[src/rtl/mem_responder.sv]
// Memory-side responder: serves held memread/memwrite strobes from either an external
// synchronous single-port RAM or a small internal MMIO block (GPIO, timer, status).
module mem_responder #(
    parameter int unsigned WAIT_STATES = 0,
    parameter logic [15:0] IO_BASE     = 16'hFF00
) (
    input  logic        clk,
    input  logic        reset,
    input  logic        memread,
    input  logic        memwrite,
    input  logic [15:0] addr,
    input  logic [15:0] wdata,
    output logic [15:0] rdata,
    output logic        ready,
    output logic        ram_en,
    output logic        ram_we,
    output logic [15:0] ram_addr,
    output logic [15:0] ram_wdata,
    input  logic [15:0] ram_rdata,
    input  logic [15:0] gpio_in,
    output logic [15:0] gpio_out,
    output logic        err
);

    typedef enum logic [2:0] {IDLE, RAM_ACC, RAM_WAIT, IO_ACC, RESP} state_t;

    localparam logic [3:0] WAIT_LAST = 4'(WAIT_STATES);

    state_t      state;
    logic [3:0]  wait_cnt;
    logic [15:0] timer;
    logic        op_write;
    logic [15:0] addr_q;
    logic [15:0] wdata_q;
    logic [15:0] io_off;

    assign io_off = addr_q - IO_BASE;

    // Request latches carry data only, so they need no reset.
    always_ff @(posedge clk) begin
        if (state == IDLE && (memread || memwrite)) begin
            addr_q   <= addr;
            wdata_q  <= wdata;
            op_write <= memwrite;
        end
    end

    always_ff @(posedge clk or negedge reset) begin
        if (!reset) begin
            state     <= IDLE;
            wait_cnt  <= 4'd0;
            timer     <= 16'd0;
            rdata     <= 16'd0;
            ready     <= 1'b0;
            ram_en    <= 1'b0;
            ram_we    <= 1'b0;
            ram_addr  <= 16'd0;
            ram_wdata <= 16'd0;
            gpio_out  <= 16'd0;
            err       <= 1'b0;
        end else begin
            timer <= timer + 16'd1;
            case (state)
                IDLE: begin
                    if (memread || memwrite) begin
                        // Both strobes together resolve to a write and flag the protocol error.
                        if (memread && memwrite)
                            err <= 1'b1;
                        if (addr < IO_BASE) begin
                            state     <= RAM_ACC;
                            ram_en    <= 1'b1;
                            ram_we    <= memwrite;
                            ram_addr  <= addr;
                            ram_wdata <= wdata;
                        end else begin
                            state <= IO_ACC;
                        end
                    end
                end
                RAM_ACC: begin
                    ram_en   <= 1'b0;
                    ram_we   <= 1'b0;
                    wait_cnt <= 4'd0;
                    state    <= RAM_WAIT;
                end
                RAM_WAIT: begin
                    if (wait_cnt == WAIT_LAST) begin
                        if (!op_write)
                            rdata <= ram_rdata;
                        ready <= 1'b1;
                        state <= RESP;
                    end else begin
                        wait_cnt <= wait_cnt + 4'd1;
                    end
                end
                IO_ACC: begin
                    case (io_off)
                        16'd0: begin
                            if (op_write) gpio_out <= wdata_q;
                            else          rdata    <= gpio_out;
                        end
                        16'd1: begin
                            if (!op_write) rdata <= gpio_in;
                        end
                        16'd2: begin
                            // A timer write overrides this edge's increment.
                            if (op_write) timer <= wdata_q;
                            else          rdata <= timer;
                        end
                        16'd3: begin
                            if (op_write) begin
                                if (wdata_q[0]) err <= 1'b0;
                            end else begin
                                rdata <= {15'b0, err};
                            end
                        end
                        default: begin
                            if (!op_write) rdata <= 16'd0;
                        end
                    endcase
                    ready <= 1'b1;
                    state <= RESP;
                end
                RESP: begin
                    ready <= 1'b0;
                    state <= IDLE;
                end
                default: state <= IDLE;
            endcase
        end
    end

endmodule

[config.mk]
export PLATFORM = sky130hd
export DESIGN_NAME = mem_responder
export DESIGN_NICKNAME = d
export VERILOG_FILES = /design/src/rtl/mem_responder.sv
export SDC_FILE = /design/constraint.sdc
export NUM_CORES = 1
export LEC_CHECK = 0
export CAP_MARGIN = 20
export CORE_ASPECT_RATIO = 0.75
export CORE_MARGIN = 2
export CORE_UTILIZATION = 30
export CTS_BUF_LIST = sky130_fd_sc_hd__clkbuf_16
export DETAILED_ROUTE_END_ITERATION = 7
export SETUP_SLACK_MARGIN = 0.2
export SLEW_MARGIN = 10
export SYNTH_ARGS = -nofsm -noshare
export SYNTH_HDL_FRONTEND = slang
export SYNTH_SLANG_ARGS = --single-unit
[constraint.sdc]
create_clock -name clk -period 3.85 [get_ports clk]
set_input_delay 0.5775 -clock clk [delete_from_list [all_inputs] [get_ports clk]]
set_output_delay 0.5775 -clock clk [all_outputs]
set_load 0.01 [all_outputs]
# After elaboration in Yosys (flattened, before gate mapping)
# Index checks and enable logic that the tools add are counted.
# W data, S select, Z words.
# totals
in_bits	68
out_inout_bits	68
ff_bits	124
wordCells	86
# classes
magnitude_cmp	1
n_mux	32
reduce_logical	19
n_eq_ne	17
add_sub_neg	3
# op_table
operator	n
$mux W16	10
$pmux W16 S4	1
$eq A16 B2 Y1 const B	2
$pmux W16 S2	1
$add A16 B1 Y16 const B	1
$eq A16 B1 Y1 const B	1
$logic_not A16 Y1	1
$lt A16 B16 Y1 const B	1
$sub A16 B16 Y16 const B	1
$ne A2 B2 Y1 const B	7
$pmux W3 S4	1
$mux W1	10
$reduce_and A3 Y1	3
$pmux W4 S2	1
$reduce_bool A2 Y1	4
$eq A3 B2 Y1 const B	2
$mux W3	2
$ne A2 B1 Y1 const B	3
$pmux W1 S2	3
$reduce_and A2 Y1	3
$reduce_and A6 Y1	1
$add A4 B1 Y4 const B	1
$logic_not A4 Y1	1
$mux W4	1
9 further kinds	10

# Longest topological paths before layout
# depth
ltp_word	4
ltp_mapped	8
depth_no_buf	7

# Worst setup path before layout
# No wires, ideal clock.
# synth_path
path_kind	input to register
from	input port memwrite
to	register ram_addr[0]
path_buffers	2
path_stages	8
setup_slack_ps	1010
t_required_ps	3725
setup_time_ps	125
t_arrival_ps	2715
cell_sequence	nor2_1 > nor3_1 > nand2b_1 > inv_1 > and2_1 > clkbuf_1 > buf_1 > mux2_2
# synth_via
elab_chain_len	2
# synth_rtl
item	line	rtl
from (decl)	10	input logic memwrite,
$logic_or A1 B1 Y1	65	if (memread || memwrite) begin
$reduce_and A3 Y1 (no source line)	-	
to (signal assigned)	73	ram_addr <= addr;
to (decl)	17	output logic [15:0] ram_addr,
# No other way between the ends.
# A chain may end at the register's enable or synchronous reset.

# Final worst setup path
# layout_path
from	register state[0]
to	register timer[14]
# layout_via
elab_chain_len	2
# layout_rtl
item	line	rtl
from (decl)	29	state_t state;
from (signal assigned)	50	state <= IDLE;
from (signal assigned)	70	state <= RAM_ACC;
from (signal assigned)	76	state <= IO_ACC;
$eq A3 B2 Y1	63	case (state)
$mux W16	63	
to (signal assigned)	62	timer <= timer + 16'd1;
to (signal assigned)	107	if (op_write) timer <= wdata_q;
to (decl)	31	logic [15:0] timer;
# No other way between the ends.

==> results.md <==
* Gpl congestion at 0.795
* Async set-or-reset flop fraction in the synthesized netlist at 73.4%
* IO buf count at 135
* Critical Path End Type: flip-flop
* Clock period minus worst slack at 2810 ps
* Maxcap violations at 0
* Final WL at 13.9 mm
* Total power at 0.00508 W
* Worst flop-to-flop path startpoint: state[0]
* Initial Util at 30.5%
* Highest clock rate at 0.356 GHz
* Layout cells sized above 1 at 14.7%
* Main combinational cell family by area after synthesis: multiplexers
* Max-slew violations at 0
* DP Area at 6980 µm²
* Clock buffer depth at 2
* Die width at 158 µm
* Initial antenna violation count at 0
* Synth Area in Compound Gates at 6.38%
* Worst Setup Start Kind: flip-flop
* Gr ovfl total at 0
* Status: complete, no violations
* Reg2Reg Depth at 5
* Synth Net Count at 511
* First-pass GRT wire length at 21.9 mm
* PwrDens at 676 nW/µm²
* # hold bufs at CTS at 0
* Simple-gate share of the synthesized area at 13.4%
* Area delta synth->final at 40.1%
* Reg2Reg Setup Slack at 1040 ps
* Worst Max-Slew Pin Slew at 1060 ps
* LEAKAGE at 3.06 nW
* Largest net degree at the start of global routing at 82
* Adder-cell share of the synthesized area at 0.699%
* Top-count cell post-synth: dfrtp_1
* # fillers at 1,657
* Hold Vio Cnt, Final at 0
* Top post-synthesis cells by area: dfrtp_1 (42%), edfxtp_1 (18%), mux2_2 (7.5%), nand2_1 (2.9%), mux2_4 (2.8%)
* Reg2reg end: timer[14]
* Post-Syn Instances at 440
* Worst EP arrival at 3130 ps
* Yosys top cell area share at 42.4%
* Insertion delay to the later sink of the worst-skew pair at 420 ps
* Post-Syn Area at 5370 µm²
* Post-CTS setup buffer count at 0
* FP Rows at 42
* Number of placed cells counting well taps at 802
* Ports at 136
* Hpwl dp at 9.90 mm
* Post-synthesis mux area share at 13.8%
* CTS tree: built
* Die Area at 19,000 µm²
* # DRC at 0
* ANT nets after route at 0
* Final Non-Filler Cells at 835
* Number of synthesized flops with an enable pin at 33
* Xor/xnor cell area share of the yosys netlist at 2.61%
* Yosys warning total at 0
* Yosys reg bits at 124
* Critical path type: reg2reg
* Nets at 651
* Vias at 3,865
* Post-cts sizing count at 0
* Htree depth at 4
* Die Y at 120 µm
* Slew Limit Headroom at 29.3%
* Main synth FF type: dfrtp_1
* Clock Sinks at 124
* DR vias/cell at 4.63
* Final Skew at 15.5 ps
* DRT Pass-1 Iters at 5
* Vias in the first global route at 3,985
* GRT Total Usage at 15.4%
* Min-delay worst type: in2async
* Critical Path Sink: timer[14]
* Worst hold slack at 34.6 ps
* Root Buffer Master: clkbuf_16
* Core Footprint at 17,600 µm²
* Setup TNS at 0 ps
* Library cells used by synthesis at 42
* Antenna cells at 0
* Post-Layout Inst Area at 7520 µm²
* Data required, critical path at 4170 ps
* DR WL/cell at 16.7 µm
* CP startpoint: state[0]
* Sequential cell area fraction in the yosys report at 60.9%
* Maximum VDD drop at 340 µV
* Synth area leader: dfrtp_1
* Mean Syn Cell Area at 12.2 µm²
* Initial drt markers at 190
* Commonest cells in the netlist: dfrtp_1 (91), nand2_1 (42), nor2_1 (40)
* CTS Buf Count at 17
* Final setup fails at 0
* RSZ-0062 raised after global routing: no
* Clk slew on worst S/H paths at 60 ps
* Period utilisation layout at 73.0%
* Peak fanout along the critical path at 19
worst max-delay path: stages, from the launching register on:
cell and delay (ps):
dfrtp_1 570, nand3b_2 400, nor2_4 530, nand3_1 190, or4b_1 780, a21oi_1 250
layer usage:
layer | up-vias | track usage, % | share of wire [%]
met5 | - | 0 | 0
met4 | 0 | 4.11 | 0.39
met2 | 112 | 22.6 | 44
li1 | 1869 | - | -
met1 | 1878 | 21.8 | 49
met3 | 6 | 5.20 | 7.3
stage by stage:
step | setup WS, ps | utilization (%)
2_1_floorplan | 1010 | -
3_3_place_gp | 1220 | 39.6
3_5_place_dp | 1080 | 39.6
4_1_cts | 1050 | 42.6
5_1_grt | 766 | 42.7
6_report | 1040 | 42.7
cells in the final DEF, fill, tap and decap left out, types with 4 or more instances in the layout:
master           synthesis  final
clkdlybuf4s50_1          0    134
dfrtp_1                 91     91
nand2_1                 42     42
nor2_1                  40     40
mux2_2                  36     36
edfxtp_1                33     33
nand3_1                 23     23
a21oi_1                 21     21
o21ai_0                 19     19
clkbuf_16                0     17
a31oi_1                 16     16
mux2i_1                 15     15
inv_1                    9     12
nand4_1                 10     10
mux2_4                  10     10
xor2_1                   9      9
xnor2_1                  7      7
clkinv_2                 0      6
buf_4                    0      6
nor3_1                   5      4
clkinv_1                 0      4
logic make-up after synthesis:
group,after synthesis
xor gates and xnor gates,16
AOI/OAI and AO/OA,61
buffers and inverters,29
DFF,124
adders and majority gates,3
muxes,63
and+or+nand+nor,144
report_power, final:
group	leakage (nW)	switching, W	internal [W]
Clock	0.269	0.000548	0.000860
Combinational	1.36	0.000677	0.000879
Sequential	1.43	0.000303	0.00182
layout make-up:
type	count	area, µm²	share of cell area (%)
clock inverter	15	93.8	1.25
sequential	124	3270	43.4
timing repair buffer	141	1410	18.8
inverter	9	33.8	0.449
multi-input combinational	287	1990	26.4
clock buffer	17	425	5.65
tap	242	303	4.02
worst min-delay path by stage:
stage | from | end | slack (ps) | cells after the start
after global routing | reset | ram_addr[1] | 40 | 1
final | reset | ram_addr[1] | 30 | 1
after global placement | ram_addr[14] | ram_addr[14] | 470 | 1
after floorplan | reset | err | 280 | 0
after detailed placement | ram_addr[14] | ram_addr[14] | 480 | 1
after CTS | reset | ram_addr[3] | 390 | 1
flip-flops by register name (all words and copies together) (netlist names):
signal     cells
ram_we         1
state          3
rdata         16
timer         16
gpio_out      16
op_write       1
ram_en         1
wdata_q       16
wait_cnt       4
ram_wdata     16
err            1
ready          1
addr_q        16
ram_addr      16
(Power assumes the default switching activity.)
